$ cat src/rtl/key_entry_ctrl_if.sv
// key_entry_ctrl_if: operation request handshake between the key sequencer and the ALU.
interface key_entry_ctrl_if #(
  parameter int DIGITS = 4
) ();
  logic                  op_valid;
  logic                  op_ready;
  logic [4*DIGITS-1:0]   op_a;
  logic [4*DIGITS-1:0]   op_b;
  logic                  op_sub;
  modport master (output op_valid, op_a, op_b, op_sub, input op_ready);
  modport slave  (input op_valid, op_a, op_b, op_sub, output op_ready);
endinterface

$ cat src/rtl/key_entry_ctrl.sv
// key_entry_ctrl: debounces scanner keys, edits a BCD entry and issues add/sub requests.
module key_entry_ctrl #(
  parameter int DIGITS   = 4,
  parameter int DEBOUNCE = 16
) (
  input  logic                         clk,
  input  logic                         rst_n,
  input  logic [4:0]                   key_value,
  input  logic                         key_intro,
  output logic [4*DIGITS-1:0]          entry,
  output logic [$clog2(DIGITS+1)-1:0]  ndigits,
  output logic [1:0]                   stage,
  output logic                         key_drop,
  key_entry_ctrl_if.master             op
);
  localparam int W  = 4*DIGITS;
  localparam int NW = $clog2(DIGITS+1);
  localparam int CW = $clog2(DEBOUNCE+1);
  localparam logic [CW-1:0] DB = CW'(DEBOUNCE);
  localparam logic [4:0] K_PLUS = 5'd16, K_MINUS = 5'd17, K_BACKS = 5'd18;
  localparam logic [4:0] K_ENTER = 5'd19, K_UP = 5'd20, K_DOWN = 5'd21;
  typedef enum logic [1:0] {WAIT_PRESS, PRESS_CNT, WAIT_RELEASE, RELEASE_CNT} db_t;
  typedef enum logic [1:0] {ENTRY_A = 2'd0, ENTRY_B = 2'd1, ISSUE = 2'd2} stage_t;
  db_t             db, db_n;
  logic [CW-1:0]   cnt, cnt_n;
  logic [4:0]      cap, cap_n;
  logic            acc, acc_n;
  stage_t          st, st_n;
  logic [W-1:0]    entry_n, a_q, a_n, b_q, b_n, stepped;
  logic [NW-1:0]   nd_n;
  logic            sub_q, sub_n, valid_q, valid_n, drop_n;
  function automatic logic [W-1:0] bcd_step(input logic [W-1:0] v, input logic down);
    logic [W-1:0] r;
    logic         c;
    logic [3:0]   d;
    r = v;
    c = 1'b1;
    for (int i = 0; i < DIGITS; i++) begin
      d = v[4*i +: 4];
      if (c) begin
        r[4*i +: 4] = down ? ((d == 4'd0) ? 4'd9 : d - 4'd1) : ((d == 4'd9) ? 4'd0 : d + 4'd1);
        c = down ? (d == 4'd0) : (d == 4'd9);
      end
    end
    return r;
  endfunction
  function automatic logic [NW-1:0] nsig(input logic [W-1:0] v);
    logic [NW-1:0] n;
    n = '0;
    for (int i = 0; i < DIGITS; i++)
      if (v[4*i +: 4] != 4'd0) n = NW'(i + 1);
    return n;
  endfunction
  assign stepped     = bcd_step(entry, cap == K_DOWN);
  assign stage       = st;
  assign op.op_valid = valid_q;
  assign op.op_a     = a_q;
  assign op.op_b     = b_q;
  assign op.op_sub   = sub_q;
  always_ff @(posedge clk or negedge rst_n) begin
    if (!rst_n) begin
      db  <= WAIT_PRESS;
      cnt <= '0;
      cap <= '0;
      acc <= 1'b0;
    end else begin
      db  <= db_n;
      cnt <= cnt_n;
      cap <= cap_n;
      acc <= acc_n;
    end
  end
  // accept is registered, so it rises on the edge where the count reaches DEBOUNCE
  always_comb begin
    db_n  = db;
    cnt_n = cnt;
    cap_n = cap;
    acc_n = 1'b0;
    case (db)
      WAIT_PRESS: if (key_intro) begin
        cap_n = key_value;
        cnt_n = CW'(1);
        db_n  = PRESS_CNT;
      end
      PRESS_CNT: if (!key_intro) db_n = WAIT_PRESS;
        else if (key_value != cap) begin
          cap_n = key_value;
          cnt_n = CW'(1);
        end else begin
          cnt_n = cnt + 1'b1;
          if (cnt_n == DB) begin
            acc_n = 1'b1;
            db_n  = WAIT_RELEASE;
          end
        end
      WAIT_RELEASE: if (!key_intro) begin
        cnt_n = CW'(1);
        db_n  = RELEASE_CNT;
      end
      RELEASE_CNT: if (key_intro) db_n = WAIT_RELEASE;
        else if (cnt == DB) db_n = WAIT_PRESS;
        else cnt_n = cnt + 1'b1;
      default: db_n = WAIT_PRESS;
    endcase
  end
  always_ff @(posedge clk or negedge rst_n) begin
    if (!rst_n) begin
      st       <= ENTRY_A;
      entry    <= '0;
      ndigits  <= '0;
      a_q      <= '0;
      b_q      <= '0;
      sub_q    <= 1'b0;
      valid_q  <= 1'b0;
      key_drop <= 1'b0;
    end else begin
      st       <= st_n;
      entry    <= entry_n;
      ndigits  <= nd_n;
      a_q      <= a_n;
      b_q      <= b_n;
      sub_q    <= sub_n;
      valid_q  <= valid_n;
      key_drop <= drop_n;
    end
  end
  always_comb begin
    st_n    = st;
    entry_n = entry;
    nd_n    = ndigits;
    a_n     = a_q;
    b_n     = b_q;
    sub_n   = sub_q;
    valid_n = valid_q;
    drop_n  = 1'b0;
    if (st == ISSUE) begin
      drop_n = acc;
      if (op.op_ready) begin
        valid_n = 1'b0;
        entry_n = '0;
        nd_n    = '0;
        st_n    = ENTRY_A;
      end
    end else if (acc) begin
      if (cap <= 5'd9) begin
        if (ndigits == NW'(DIGITS)) drop_n = 1'b1;
        else if (cap != 5'd0 || ndigits != '0) begin
          entry_n = (entry << 4) | {{(W-4){1'b0}}, cap[3:0]};
          nd_n    = ndigits + 1'b1;
        end
      end else if (cap == K_BACKS) begin
        entry_n = (ndigits != '0) ? entry >> 4 : entry;
        nd_n    = (ndigits != '0) ? ndigits - 1'b1 : ndigits;
      end else if (cap == K_UP || cap == K_DOWN) begin
        entry_n = stepped;
        nd_n    = nsig(stepped);
      end else if (cap == K_PLUS || cap == K_MINUS) begin
        sub_n = (cap == K_MINUS);
        if (st == ENTRY_A) begin
          a_n     = entry;
          entry_n = '0;
          nd_n    = '0;
          st_n    = ENTRY_B;
        end
      end else if (cap == K_ENTER) begin
        if (st == ENTRY_A) drop_n = 1'b1;
        else begin
          b_n     = entry;
          valid_n = 1'b1;
          st_n    = ISSUE;
        end
      end
    end
  end
endmodule

$ cat src/flat_wrapper.sv
// flat-port wrapper written by rule: the top's interface ports become plain ports
module key_entry_ctrl_flat 
#(
  parameter int DIGITS   = 4,
  parameter int DEBOUNCE = 16
)
  (clk, rst_n, key_value, key_intro, entry, ndigits, stage, key_drop, op_op_valid, op_op_a, op_op_b, op_op_sub, op_op_ready);
  key_entry_ctrl_if #(.DIGITS(DIGITS)) op_i ();
  input  logic clk;
  input  logic rst_n;
  input  logic [4:0] key_value;
  input  logic key_intro;
  output logic [4*DIGITS-1:0] entry;
  output logic [$clog2(DIGITS+1)-1:0] ndigits;
  output logic [1:0] stage;
  output logic key_drop;
  output wire logic [$bits(op_i.op_valid)-1:0] op_op_valid;
  output wire logic [$bits(op_i.op_a)-1:0] op_op_a;
  output wire logic [$bits(op_i.op_b)-1:0] op_op_b;
  output wire logic [$bits(op_i.op_sub)-1:0] op_op_sub;
  input wire logic [$bits(op_i.op_ready)-1:0] op_op_ready;
  assign op_op_valid = op_i.op_valid;
  assign op_op_a = op_i.op_a;
  assign op_op_b = op_i.op_b;
  assign op_op_sub = op_i.op_sub;
  assign op_i.op_ready = op_op_ready;
  key_entry_ctrl #(.DIGITS(DIGITS), .DEBOUNCE(DEBOUNCE)) u_core (.clk(clk), .rst_n(rst_n), .key_value(key_value), .key_intro(key_intro), .entry(entry), .ndigits(ndigits), .stage(stage), .key_drop(key_drop), .op(op_i));
endmodule
$ cat config.mk
export PLATFORM = sky130hd
export DESIGN_NAME = key_entry_ctrl_flat
export DESIGN_NICKNAME = d
export VERILOG_FILES = /design/src/rtl/key_entry_ctrl_if.sv /design/src/rtl/key_entry_ctrl.sv /design/src/flat_wrapper.sv
export SDC_FILE = /design/constraint.sdc
export NUM_CORES = 1
export LEC_CHECK = 0
export CORE_UTILIZATION = 36
export DETAILED_ROUTE_END_ITERATION = 10
export PLACE_DENSITY = 0.59
export SYNTH_ARGS = -nofsm -noshare
export SYNTH_HDL_FRONTEND = slang
export SYNTH_SLANG_ARGS = --single-unit
$ cat constraint.sdc
create_clock -name clk -period 2.3 [get_ports clk]
set_input_delay 0.46 -clock clk [delete_from_list [all_inputs] [get_ports clk]]
set_output_delay 0.46 -clock clk [all_outputs]
set_load 0.1 [all_outputs]
# == Word level (Yosys, flattened, before mapping) ==
# Cells that the tools add are included.
# word_totals
regBits,69
inputBits,9
out_inout_bits,56
wordCells,196
# classes
add_sub_neg,11
order_cmp,1
n_eq_ne,38
n_mux,97
bitwise_logic,7
reduce_logical,30
# op_table
cell,n
2-to-1 mux 16 bit,11
2-to-1 mux 4 bit,15
2-to-1 mux 5 bit,9
"== test 5 bit, second input constant",8
2-to-1 mux 2 bit,19
2-to-1 mux 3 bit,12
2-to-1 mux 1 bit,28
AND reduction 8 bit,3
one-hot mux 5 bit (4 select lines),1
"adder 4 x 1 -> 4 bit, second input constant",4
"== test 4 bit, second input constant",4
logical NOT 4 bit,4
bitwise OR 16 x 4 -> 16 bit,1
nonzero test 4 bit,4
"subtractor 4 x 1 -> 4 bit, second input constant",4
"!= test 3 x 2 -> 1 bit, second input constant",5
nonzero test 5 bit,3
AND reduction 7 bit,2
"!= test 2 x 1 -> 1 bit, second input constant",6
"!= test 2 bit, second input constant",6
one-hot mux 5 bit (2 select lines),1
AND reduction 5 bit,2
one-hot mux 2 bit (4 select lines),1
"== test 2 bit, second input constant",3
other kinds (17),28

# == Logic depth before layout (Yosys ltp) ==
# Gate-level depths: netlist (run 1).
# depth
ltp_word,13
ltp_mapped,8
ltp_nobuf,8

# == Worst setup path before layout (run 1) ==
# No wires, ideal clock.
# synth_path
kind,register to register
start,register u_core.entry[1]
end,register u_core.ndigits[0]
setup_ps,96
arrival_time_ps,3019
required_ps,2204
setup_slack_ps,-815
stages_incl_launch_ff,8
n_path_buf,1
period_less_slack_ps,3115
cell_sequence,dfrtp_1 buf_6 or4_4 or4_4 a21o_1 or4_1 and2_1 o31ai_1
# synth_between
elab_chain_len,13
word_cells_on_any_way,26
classes_between,add/sub: 2; eq/ne: 1; mux: 18; reduce/logical: 5
# synth_rtl
element,line,source
from (decl),key_entry_ctrl.sv:10,"output logic [4*DIGITS-1:0] entry,"
from (signal assigned),key_entry_ctrl.sv:118,entry <= entry_n;
"adder 4 x 1 -> 4 bit, or another cell as far along",key_entry_ctrl.sv:41,r[4*i +: 4] = down ? ((d == 4'd0) ? 4'd9 : d - 4'd1) : ((d == 4'd9) ? 4'd0 : d + 4'd1);
2-to-1 mux 4 bit (2 in series),key_entry_ctrl.sv:41,
nonzero test 4 bit,key_entry_ctrl.sv:51,if (v[4*i +: 4] != 4'd0) n = NW'(i + 1);
2-to-1 mux 1 bit,key_entry_ctrl.sv:51,
2-to-1 mux 2 bit (2 in series),key_entry_ctrl.sv:51,
2-to-1 mux 3 bit *,key_entry_ctrl.sv:51,
2-to-1 mux 3 bit *,key_entry_ctrl.sv:154,end else if (cap == K_UP || cap == K_DOWN) begin
2-to-1 mux 3 bit *,key_entry_ctrl.sv:151,end else if (cap == K_BACKS) begin
2-to-1 mux 3 bit *,key_entry_ctrl.sv:145,if (cap <= 5'd9) begin
2-to-1 mux 3 bit *,key_entry_ctrl.sv:144,end else if (acc) begin
2-to-1 mux 3 bit *,key_entry_ctrl.sv:136,if (st == ISSUE) begin
to (signal assigned),key_entry_ctrl.sv:119,ndigits <= nd_n;
to (decl),key_entry_ctrl.sv:11,"output logic [$clog2(DIGITS+1)-1:0] ndigits,"
# Every way passes the cells marked *; elsewhere a longest branch is shown, timed or not. The select of a mux whose other input is x is not followed.
# A chain may end at the register's enable or synchronous reset.

# == Worst setup path in the final report (run 1) ==
# layout_path
start,register u_core.entry[1]
end,register u_core.entry[13]
# layout_between
elab_chain_len,10
word_cells_on_any_way,11
classes_between,eq/ne: 1; mux: 9; reduce/logical: 1
# layout_rtl
element,line,source
== test 4 bit or logical NOT 4 bit (tied branches),key_entry_ctrl.sv:42,c = down ? (d == 4'd0) : (d == 4'd9);
2-to-1 mux 1 bit *,key_entry_ctrl.sv:42,
2-to-1 mux 1 bit * (2 in series),key_entry_ctrl.sv:40,if (c) begin
2-to-1 mux 4 bit *,key_entry_ctrl.sv:40,
2-to-1 mux 16 bit *,key_entry_ctrl.sv:154,
2-to-1 mux 16 bit *,key_entry_ctrl.sv:151,
2-to-1 mux 16 bit *,key_entry_ctrl.sv:145,
2-to-1 mux 16 bit *,key_entry_ctrl.sv:144,
2-to-1 mux 16 bit *,key_entry_ctrl.sv:136,
# Marked as above.

==> impl_metrics.csv, run 1 <==
group,metric,value,unit
timing,hold_ws,0.142,ns
timing,grt_setup_unrepaired,"yes",
timing,setup_slack,-0.282,ns
power,p_total,3.55,mW
drt,drt_pre_antenna_iters,8,
layout,area_growth,40.0,%
power,pwr-share-comb,0.260,
outcome,violations,"DRC, setup timing",
power,p_clk_frac,0.373,
yosys,ys_seq_area_frac,0.402,
power,swShare,0.322,
yosys,synth-edff-count,0,
setup_path,cp.arrival,2.85,ns
setup_path,crit_top_cell,"or4_4",
timing,relSlewSlack,0.677,
setup_path,cp_top_family,"simple AND/OR/NAND/NOR gates",
power,seq_power_share,0.367,
timing,max_freq,0.387,GHz
outcome,status,"finished, violations left",
setup_path,reg2reg_depth,6,
drt,detail-route-antenna-nets,0,
drt,wire_per_inst,18.7,um
setup_path,crit_path_cell_trace,"or4_4, or4_4, a21o_4, or4_1, a21oi_1, a221o_1",
setup_path,slowest_delay,0.54,ns
power,p_switching,1.14,mW
setup_path,crit_slowest_cell,"or4_4",
global_routing,grt_pass1_wl,21.7,mm
global_routing,grt_pass1_vias,4136,
yosys,syn_area_per_cell,9.09,um^2
floorplanning,die_w,111,um
power,internal-power,2.41,mW
global_routing,gr-usage-met1,0.309,
floorplanning,die_y,111,um
global_routing,antenna_found_initial,0,
min_path,hp-class,"input port to asynchronous set/reset pin",
floorplanning,ios,65,
drt,routed_wl,13.7,mm
timing,timing.final.max_slew_violations,0,
setup_path,critical_path_buf_inv_count,0,
setup_path,critical_path_required,2.57,ns
global_routing,grtUsageTotal,0.226,
layout,stdcell_count,733,
setup_path,cp_max_fo,5,
drt,drc,4,
yosys,yosys_warnings,0,
global_routing,grt_max_degree,70,
setup_path,critPathLaunchType,"flip-flop",
layout,num-nets-final,600,
drt,first_iter_violations,252,
global_routing,grt_use_met3,0.0481,
yosys,ys_ff_latch,69,
placed_design,dpl.hpwl,9.70,mm
timing,final.min_clock_period,2.58,ns
timing,fin_worst_skew,0.0103,ns
floorplanning,die_area,12400,um^2
clock_tree,clk_latency,0.34,ns
clock_tree,cts_max_level,3,
clock_tree,clk_pin_slew,0.06,ns
power,vdd_drop_max,0.324,mV
timing,tightest_slew,0.480,ns
clock_tree,clock-sinks,69,
clock_tree,cts_tree,"built",
setup_path,crit_type,"flip-flop to flip-flop",
global_routing,grt-ovfl-total,0,
yosys,syn-num-nets,488,
power,p_per_area,590,nW/um^2
global_routing,top_usage_layer,"met2",
yosys,synthesis.area,4300,um^2
layout,utilization,0.523,
timing,setup_viol_count_final,11,
yosys,synthCells,473,
drt,num_vias,4228,
run,drv_cap,0,
power,p_leak,2.63,nW
floorplanning,core.rowCount,39,
timing,finalCritPeriodShare,1.12,
global_routing,grt_use_met2,0.354,
floorplanning,initial_core_util,0.373,
clock_tree,clk_path_buf_depth,2,
yosys,yosys_most_used_dff,"dfrtp_1",
yosys,yosysUniqueCellTypes,64,
layout,diodes,0,
floorplanning,core_area,11500,um^2
yosys,async_reset_ff_frac,1.00,
setup_path,rr_startpoint,"u_core.entry[1]",
placed_design,numPortBuffers,64,
setup_path,cp-end-kind,"flip-flop",
placed_design,place_inst,716,
clock_tree,clockRootBuffer,"clkbuf_16",
layout,post_route_cells_drive_above_1_share,0.385,
setup_path,r2r_slack,-0.28,ns
drt,vias_per_cell,5.77,
setup_path,r2r-end,"u_core.entry[13]",
clock_tree,cts_made_buffers,9,
timing,hold_violations,0,
placed_design,gp_congestion,0.904,
[cells in the mapped netlist (4+ instances only)]
| cell type | instances | share of area |
|---|---|---|
| a22o_1 | 4 | 0.0081 |
| o31ai_1 | 6 | 0.010 |
| o21ai_1 | 7 | 0.0081 |
| o211ai_1 | 8 | 0.014 |
| o21ai_0 | 38 | 0.044 |
| xor2_1 | 6 | 0.012 |
| mux2_2 | 32 | 0.084 |
| clkbuf_1 | 39 | 0.034 |
| a21o_1 | 4 | 0.0070 |
| and4_1 | 4 | 0.0081 |
| nand3_1 | 13 | 0.015 |
| xnor2_1 | 8 | 0.016 |
| nand2_1 | 37 | 0.032 |
| a2111oi_0 | 8 | 0.016 |
| a22oi_1 | 5 | 0.0087 |
| o22ai_1 | 6 | 0.0087 |
| nor3_1 | 10 | 0.012 |
| nor3b_1 | 4 | 0.0070 |
| a221o_1 | 4 | 0.0093 |
| nor4_1 | 5 | 0.0073 |
| ha_1 | 6 | 0.017 |
| nand2b_1 | 7 | 0.010 |
| inv_1 | 18 | 0.016 |
| a21oi_1 | 24 | 0.028 |
| dfrtp_1 | 69 | 0.40 |
| nor2_1 | 28 | 0.024 |
| a221oi_1 | 7 | 0.014 |
| a31oi_1 | 6 | 0.0087 |
[worst max-delay path by stage]
stage                     cells past startpoint             from                end
after floorplan                               7  u_core.entry[1]  u_core.ndigits[0]
after global placement                        6  u_core.entry[1]  u_core.ndigits[0]
after detailed placement                      6  u_core.entry[1]  u_core.ndigits[0]
after CTS                                     6  u_core.entry[1]   u_core.entry[13]
after global routing                          6  u_core.entry[1]  u_core.ndigits[0]
final                                         6  u_core.entry[1]   u_core.entry[13]
[per-layer routing]
layer	vias to the layer above	wire length [um]
li1	1988	-
met1	2052	6300
met2	163	6230
met3	25	849
met4	0	307
met5	-	0
[worst reg2reg max path: stages (launching register included)]
cell     delay [ns]
dfrtp_4        0.47
or4_4          0.54
or4_4          0.48
a21o_4         0.25
or4_1          0.52
a21oi_1        0.15
a221o_1        0.12
[sequential cells by signal (all words and copies together) (netlist names), named ones only]
name / flops
u_core.db: 1
u_core.acc: 1
u_core.op.op_a: 16
u_core.cap: 5
u_core.ndigits: 3
u_core.op.op_b: 16
u_core.entry: 16
u_core.key_drop: 1
u_core.op.op_valid: 1
u_core.cnt: 5
u_core.stage: 2
u_core.op.op_sub: 1
[final cells by class]
class                   instances  area (um^2)
well taps                     143          179
clock inverters                 1         7.51
fillers                      1063         5500
flip-flops and latches         69         1750
repair buffers                143         1190
clock buffers                  15          278
inverters                      19         71.3
multi-input cells             343         2550
[cell usage in the layout (no fill, tap or decap), drive strengths merged, types with 4 or more instances in the layout]
cell type,netlist,final
o31ai,6,6
nor3b,4,4
a22o,4,4
nor3,10,10
clkbuf,39,15
nand2,37,37
a221o,4,4
nor2,28,28
dfrtp,69,69
clkdlybuf4s50,0,7
o22ai,6,6
nand3,13,13
or4,4,4
mux2,32,32
nor4,5,5
o21ai,45,45
a2111oi,8,8
a21o,4,4
a221oi,7,7
buf,3,136
a21oi,24,24
and4,4,4
a31oi,6,6
inv,18,18
xor2,6,6
nand2b,7,7
xnor2,8,8
o211ai,8,8
ha,6,6
a22oi,5,5
[logic make-up (layout without fill, tap and decap cells)]
group                    count (synthesis)  in the layout  share of synthesized area
adder cells (fa/ha/maj)                  6              6                     0.0175
buffers and inverters                   61            178                     0.0553
XOR/XNOR                                14             14                     0.0285
AO/OA/AOI/OAI                          156            156                      0.245
AND/OR/NAND/NOR                        132            132                      0.162
multiplexers                            35             35                     0.0908
flip-flops                              69             69                      0.402
[power groups by stage]
stage                     registers (mW)  logic, mW  clock network (mW)
after floorplan                     1.48      0.367                   0
after global placement              1.32      0.870                   0
after detailed placement            1.32      0.874                   0
after CTS                           1.30      0.901                1.36
after global routing                1.31      0.981                1.42
final                               1.30      0.923                1.33
[timing repair]
item | CTS | global route
hold buffers | 0 | 0
setup endpoints to repair | 11 | 20
buffers inserted | 0 | 1
pin swaps | 5 | 4
gates resized for setup | 16 | 19
[stage by stage]
| step | area, um^2 | setup TNS [ns] | worst slack [ns] |
|---|---|---|---|
| floorplan | 4380 | -4.21 | -0.480 |
| CTS | 5930 | -1.98 | -0.257 |
| global placement | 5540 | -2.04 | -0.352 |
| detailed placement | 5540 | -2.18 | -0.384 |
| global route | 6020 | -3.00 | -0.338 |
| finish | 6020 | -2.23 | -0.282 |
No activity file was read; power rests on OpenSTA's default activity.
==> run 2, diff against run 1 <==
==> constraint.sdc (replaced) <==
create_clock -name clk -period 2.3 [get_ports clk]
set_input_delay 0.46 -clock clk [delete_from_list [all_inputs] [get_ports clk]]
set_output_delay 0.46 -clock clk [all_outputs]
set_load 0.02 [all_outputs]
==> impl_metrics.csv, run 2 (synthesized netlist as in run 1, its figures left out) <==
group,metric,value,unit
global_routing,grt_max_degree,40,
power,p_switching,1.00,mW
clock_tree,clk_latency,0.34,ns
global_routing,grt_pass1_wl,22.0,mm
clock_tree,clk_pin_slew,0.06,ns
clock_tree,cts_max_level,3,
global_routing,grt_pass1_vias,4150,
setup_path,crit_top_cell,"or4_4",
timing,max_freq,0.385,GHz
floorplanning,die_y,111,um
placed_design,dpl.hpwl,9.60,mm
setup_path,crit_slowest_cell,"or4_4",
setup_path,critPathLaunchType,"flip-flop",
timing,setup_slack,-0.299,ns
placed_design,place_inst,706,
timing,relSlewSlack,0.645,
timing,tightest_slew,0.533,ns
timing,hold_violations,0,
floorplanning,core_area,11500,um^2
setup_path,critical_path_required,2.52,ns
clock_tree,clock-sinks,69,
layout,mostFrequentLayoutCell,"dfrtp_1",
drt,drt_pre_antenna_iters,8,
power,internal-power,2.34,mW
global_routing,grtUsageTotal,0.229,
clock_tree,cts_made_buffers,9,
drt,drc,8,
power,swShare,0.300,
placed_design,numPortBuffers,64,
run,drv_cap,0,
clock_tree,clk_path_buf_depth,2,
min_path,hp-class,"input port to asynchronous set/reset pin",
outcome,status,"finished, violations left",
setup_path,cp_max_fo,4,
power,seq_power_share,0.387,
timing,fin_worst_skew,0.00580,ns
timing,finalCritPeriodShare,1.13,
floorplanning,initial_core_util,0.373,
power,pwr-share-comb,0.221,
setup_path,cp_top_family,"simple AND/OR/NAND/NOR gates",
timing,setup_viol_count_final,8,
placed_design,gp_congestion,0.914,
setup_path,crit_path_cell_trace,"or4_4, or4_4, a21o_4, or4_4, buf_4, a21oi_2, o21ai_1",
timing,final.min_clock_period,2.60,ns
layout,final_cell_mix,"66 x dfrtp_1, 63 x clkdlybuf4s50_1, 63 x buf_4",
timing,hold_ws,0.141,ns
floorplanning,die_area,12400,um^2
clock_tree,cts_tree,"built",
setup_path,cp.arrival,2.82,ns
power,p_clk_frac,0.392,
floorplanning,core.rowCount,39,
layout,stdcell_count,724,
floorplanning,die_w,111,um
drt,detail-route-antenna-nets,0,
layout,post_route_cells_drive_above_1_share,0.269,
drt,first_iter_violations,317,
drt,vias_per_cell,5.84,
clock_tree,hold_buffers,0,
setup_path,critical_path_buf_inv_count,1,
layout,fillers,1082,
global_routing,grt-ovfl-total,0,
outcome,violations,"DRC, setup timing",
timing,grt_setup_unrepaired,"yes",
clock_tree,clockRootBuffer,"clkbuf_16",
drt,wire_per_inst,19.0,um
setup_path,slowest_delay,0.53,ns
drt,num_vias,4230,
layout,diodes,0,
layout,num-nets-final,591,
power,p_per_area,559,nW/um^2
layout,area_growth,39.1,%
power,p_leak,2.47,nW
drt,routed_wl,13.7,mm
timing,timing.final.max_slew_violations,0,
setup_path,crit_type,"flip-flop to flip-flop",
power,vdd_drop_max,0.315,mV
setup_path,cp-end-kind,"flip-flop",
floorplanning,ios,65,
global_routing,antenna_found_initial,0,
==> run 2: cell count changes in the layout (fill, tap and decap cells not counted), sizes merged <==
cell,previous run,this run
clkbuf,15,12
clkinv,1,4
clkdlybuf4s50,7,63
buf,136,71
==> run 2: layout make-up <==
class,count,area [um^2],area share
Sequential cell,69,1730,0.289
Clock inverter,4,22.5,0.00376
Inverter,19,71.3,0.0119
Tap cell,143,179,0.0299
Timing Repair Buffer,134,1200,0.200
Multi-Input combinational cell,343,2530,0.422
Clock buffer,12,256,0.0429
==> run 2: repair_timing <==
| item | CTS | global route |
|---|---|---|
| setup endpoints to repair | 10 | 17 |
| buffers inserted | 1 | 1 |
| pin swaps | 7 | 6 |
| cloned | 0 | 0 |
| resized for setup | 8 | 30 |
==> run 2: path summary, 6_finish.rpt <==
| kind | startpoint | end | slack (ns) | cells after the start |
|---|---|---|---|---|
| worst min register to register | u_core.op.op_b[11] | u_core.op.op_b[11] | 0.47 | 2 |
| worst max-delay path | u_core.entry[1] | u_core.ndigits[2] | -0.30 | 7 |
| min in group clk | u_core.op.op_b[11] | u_core.op.op_b[11] | 0.47 | 2 |
| max in group asynchronous | rst_n | u_core.entry[1] | 1.70 | 2 |
| worst max register to register | u_core.entry[1] | u_core.ndigits[2] | -0.30 | 7 |
| worst min-delay path | rst_n | u_core.op.op_a[0] | 0.14 | 2 |
==> run 2: per-stage QoR <==
step                setup slack [ns]  setup TNS [ns]   util  instance area, um^2  power [mW]
floorplan                     -0.372           -2.13      -                 4330        1.69
global placement              -0.250           -1.54  0.477                 5500        1.99
detailed placement            -0.318           -1.85  0.477                 5500        2.00
CTS                           -0.299           -1.98  0.506                 5820        3.34
global route                  -0.363           -2.44  0.519                 5980        3.48
finish                        -0.299           -1.91  0.519                 5980        3.34
==> run 2: per-layer routing <==
layer	routed length, um	GRT usage	vias to the layer above
met2	6390	0.365	159
met3	839	0.0416	18
met1	6220	0.303	2084
met4	280	0.0982	0
li1	-	-	1969
met5	0	0	-
==> run 2: power by group through the flow <==
| stage | sequential, mW | combinational [mW] | clock, mW |
|---|---|---|---|
| 6_report | 1.30 | 0.739 | 1.31 |
| 5_1_grt | 1.30 | 0.796 | 1.38 |
| 4_1_cts | 1.29 | 0.700 | 1.35 |
| 3_5_place_dp | 1.32 | 0.687 | 0 |
| 3_3_place_gp | 1.31 | 0.680 | 0 |
| 2_1_floorplan | 1.33 | 0.358 | 0 |
==> run 2: worst register-to-register path: cells and delay by family (launching register included) <==
kind,cells,cell delay [ns]
AO/OA/AOI/OAI,3,0.42
buffers and inverters,1,0.15
flip-flops,1,0.40
AND/OR/NAND/NOR,3,1.52
==> run 3, diff against run 2 <==
- RECOVER_POWER: default -> 25
==> impl_metrics.csv, run 3 (synthesized netlist as in run 1, its figures left out) <==
group,metric,value,unit
floorplanning,die_area,12400,um^2
floorplanning,ios,65,
min_path,hp-class,"input port to asynchronous set/reset pin",
setup_path,reg2reg_depth,7,
clock_tree,clock-sinks,69,
drt,drt_pre_antenna_iters,7,
setup_path,slowest_delay,0.53,ns
clock_tree,cts_tree,"built",
timing,grt_setup_unrepaired,"yes",
drt,detail-route-antenna-nets,0,
clock_tree,clk_latency,0.34,ns
floorplanning,die_w,111,um
layout,register_area,1730,um^2
timing,setup_viol_count_final,8,
floorplanning,core_area,11500,um^2
setup_path,crit_path_cell_trace,"or4_4, or4_4, a21o_4, or4_4, buf_4, a21oi_2, o21ai_1",
layout,utilization,0.519,
layout,diodes,0,
timing,relSlewSlack,-0.108,
placed_design,gp_congestion,0.914,
power,vdd_drop_max,0.314,mV
setup_path,cp.arrival,2.82,ns
layout,final_cell_mix,"66 x dfrtp_1, 63 x clkdlybuf4s50_1, 61 x buf_4",
setup_path,r2r_slack,-0.30,ns
global_routing,grt-ovfl-total,0,
clock_tree,clk_path_buf_depth,2,
timing,max_freq,0.385,GHz
setup_path,crit_slowest_cell,"or4_4",
floorplanning,initial_core_util,0.373,
layout,fillers,1082,
drt,drc,8,
drt,num_vias,4232,
drt,first_iter_violations,317,
layout,multi_input_area,2530,um^2
clock_tree,cts_made_buffers,9,
setup_path,critPathLaunchType,"flip-flop",
setup_path,cp-end-kind,"flip-flop",
timing,tightest_slew,1.66,ns
clock_tree,clockRootBuffer,"clkbuf_16",
layout,post_route_cells_drive_above_1_share,0.265,
timing,setup_slack,-0.299,ns
drt,wire_per_inst,19.0,um
global_routing,grtUsageTotal,0.229,
run,drv_cap,1,
placed_design,dpl.hpwl,9.60,mm
setup_path,crit_type,"flip-flop to flip-flop",
clock_tree,hold_buffers,0,
placed_design,numPortBuffers,64,
timing,hold_violations,0,
floorplanning,die_y,111,um
clock_tree,clk_pin_slew,0.06,ns
setup_path,rr_startpoint,"u_core.entry[1]",
timing,hold_ws,0.421,ns
power,p_per_area,559,nW/um^2
outcome,status,"finished, violations left",
setup_path,critical_path_required,2.52,ns
layout,num-nets-final,591,
clock_tree,cts_max_level,3,
global_routing,grt_pass1_vias,4150,
setup_path,critPathCapture,"u_core.ndigits[2]",
drt,wl_met2,6.39,mm
layout,area_growth,39.0,%
power,p_leak,2.46,nW
global_routing,grt_max_degree,40,
timing,final.min_clock_period,2.60,ns
floorplanning,core.rowCount,39,
layout,mostFrequentLayoutCell,"dfrtp_1",
drt,wl_met1,6.21,mm
drt,wl_met3,861,um
setup_path,crit_top_cell,"or4_4",
setup_path,cp_max_fo,4,
setup_path,crit_start,"u_core.entry[1]",
global_routing,grt_pass1_wl,22.0,mm
drt,routed_wl,13.7,mm
timing,timing.final.max_slew_violations,31,
outcome,violations,"DRC, capacitance limit, slew limit, setup timing",
global_routing,antenna_found_initial,0,
timing,fin_worst_skew,0.00575,ns
drt,highest_layer,"met4",
drt,vias_per_cell,5.85,
timing,finalCritPeriodShare,1.13,
setup_path,r2r-end,"u_core.ndigits[2]",
## run 3: changes by cell type in the layout (fill, tap and decap cells not counted)
cell | previous run | this run
clkbuf_2 | 0 | 1
buf_2 | 1 | 0
clkbuf_1 | 1 | 3
buf_4 | 63 | 61
## run 3: cell type report
type	count	share of cell area
clock inverter	4	0.00377
inverter	19	0.0119
multi-input combinational	343	0.423
timing repair buffer	134	0.199
clock buffer	12	0.0429
sequential	69	0.290
tap	143	0.0299
## run 3: how the worst min path moves through the flow
stage                             startpoint                          to  slack, ns  cells past startpoint
after floorplan                        rst_n  asynchronous set/reset pin       0.16                      0
after global routing                   rst_n               u_core.cnt[3]       0.51                      2
after global placement     u_core.op.op_b[9]           u_core.op.op_b[9]       0.46                      2
after CTS                              rst_n           u_core.op.op_a[0]       0.16                      2
after detailed placement  u_core.op.op_b[11]          u_core.op.op_b[11]       0.47                      2
final                                  rst_n               u_core.cnt[3]       0.42                      2
## run 3: per-layer routing
metal  up-vias  GRT usage
li1       1969          -
met1      2090      0.303
met2       155      0.365
met3        18     0.0416
met4         0     0.0982
met5         -          0
## run 3: stage by stage
stage	TNS [ns]	setup slack, ns	total power, mW	cell area (um^2)	instances
final	-1.92	-0.299	3.34	5970	724
after global routing	-2.44	-0.363	3.48	5970	724
after detailed placement	-1.85	-0.318	2.00	5500	706
after CTS	-1.98	-0.299	3.34	5820	723
after global placement	-1.54	-0.250	1.99	5500	706
after floorplan	-2.13	-0.372	1.69	4330	473
## run 3: worst max-delay path: cells and delay by family (launching register included)
family          cells  cell delay (ns)
compound gates      3             0.42
buf+inv             1             0.15
flops               1             0.40
simple gates        3             1.52
## run 3: power by group
group,switching (mW),internal [mW],leakage [nW],total [mW]
Clock,0.526,0.783,0.138,1.31
Sequential,0.0455,1.25,0.922,1.30
Combinational,0.430,0.307,1.40,0.737
Total,1.00,2.34,2.46,3.34
## run 3: what timing repair did
| item | in CTS | in global routing |
|---|---|---|
| gates resized for setup | 8 | 30 |
| pin swaps | 7 | 6 |
| buffers inserted | 1 | 1 |
| endpoints found under the setup margin | 10 | 17 |
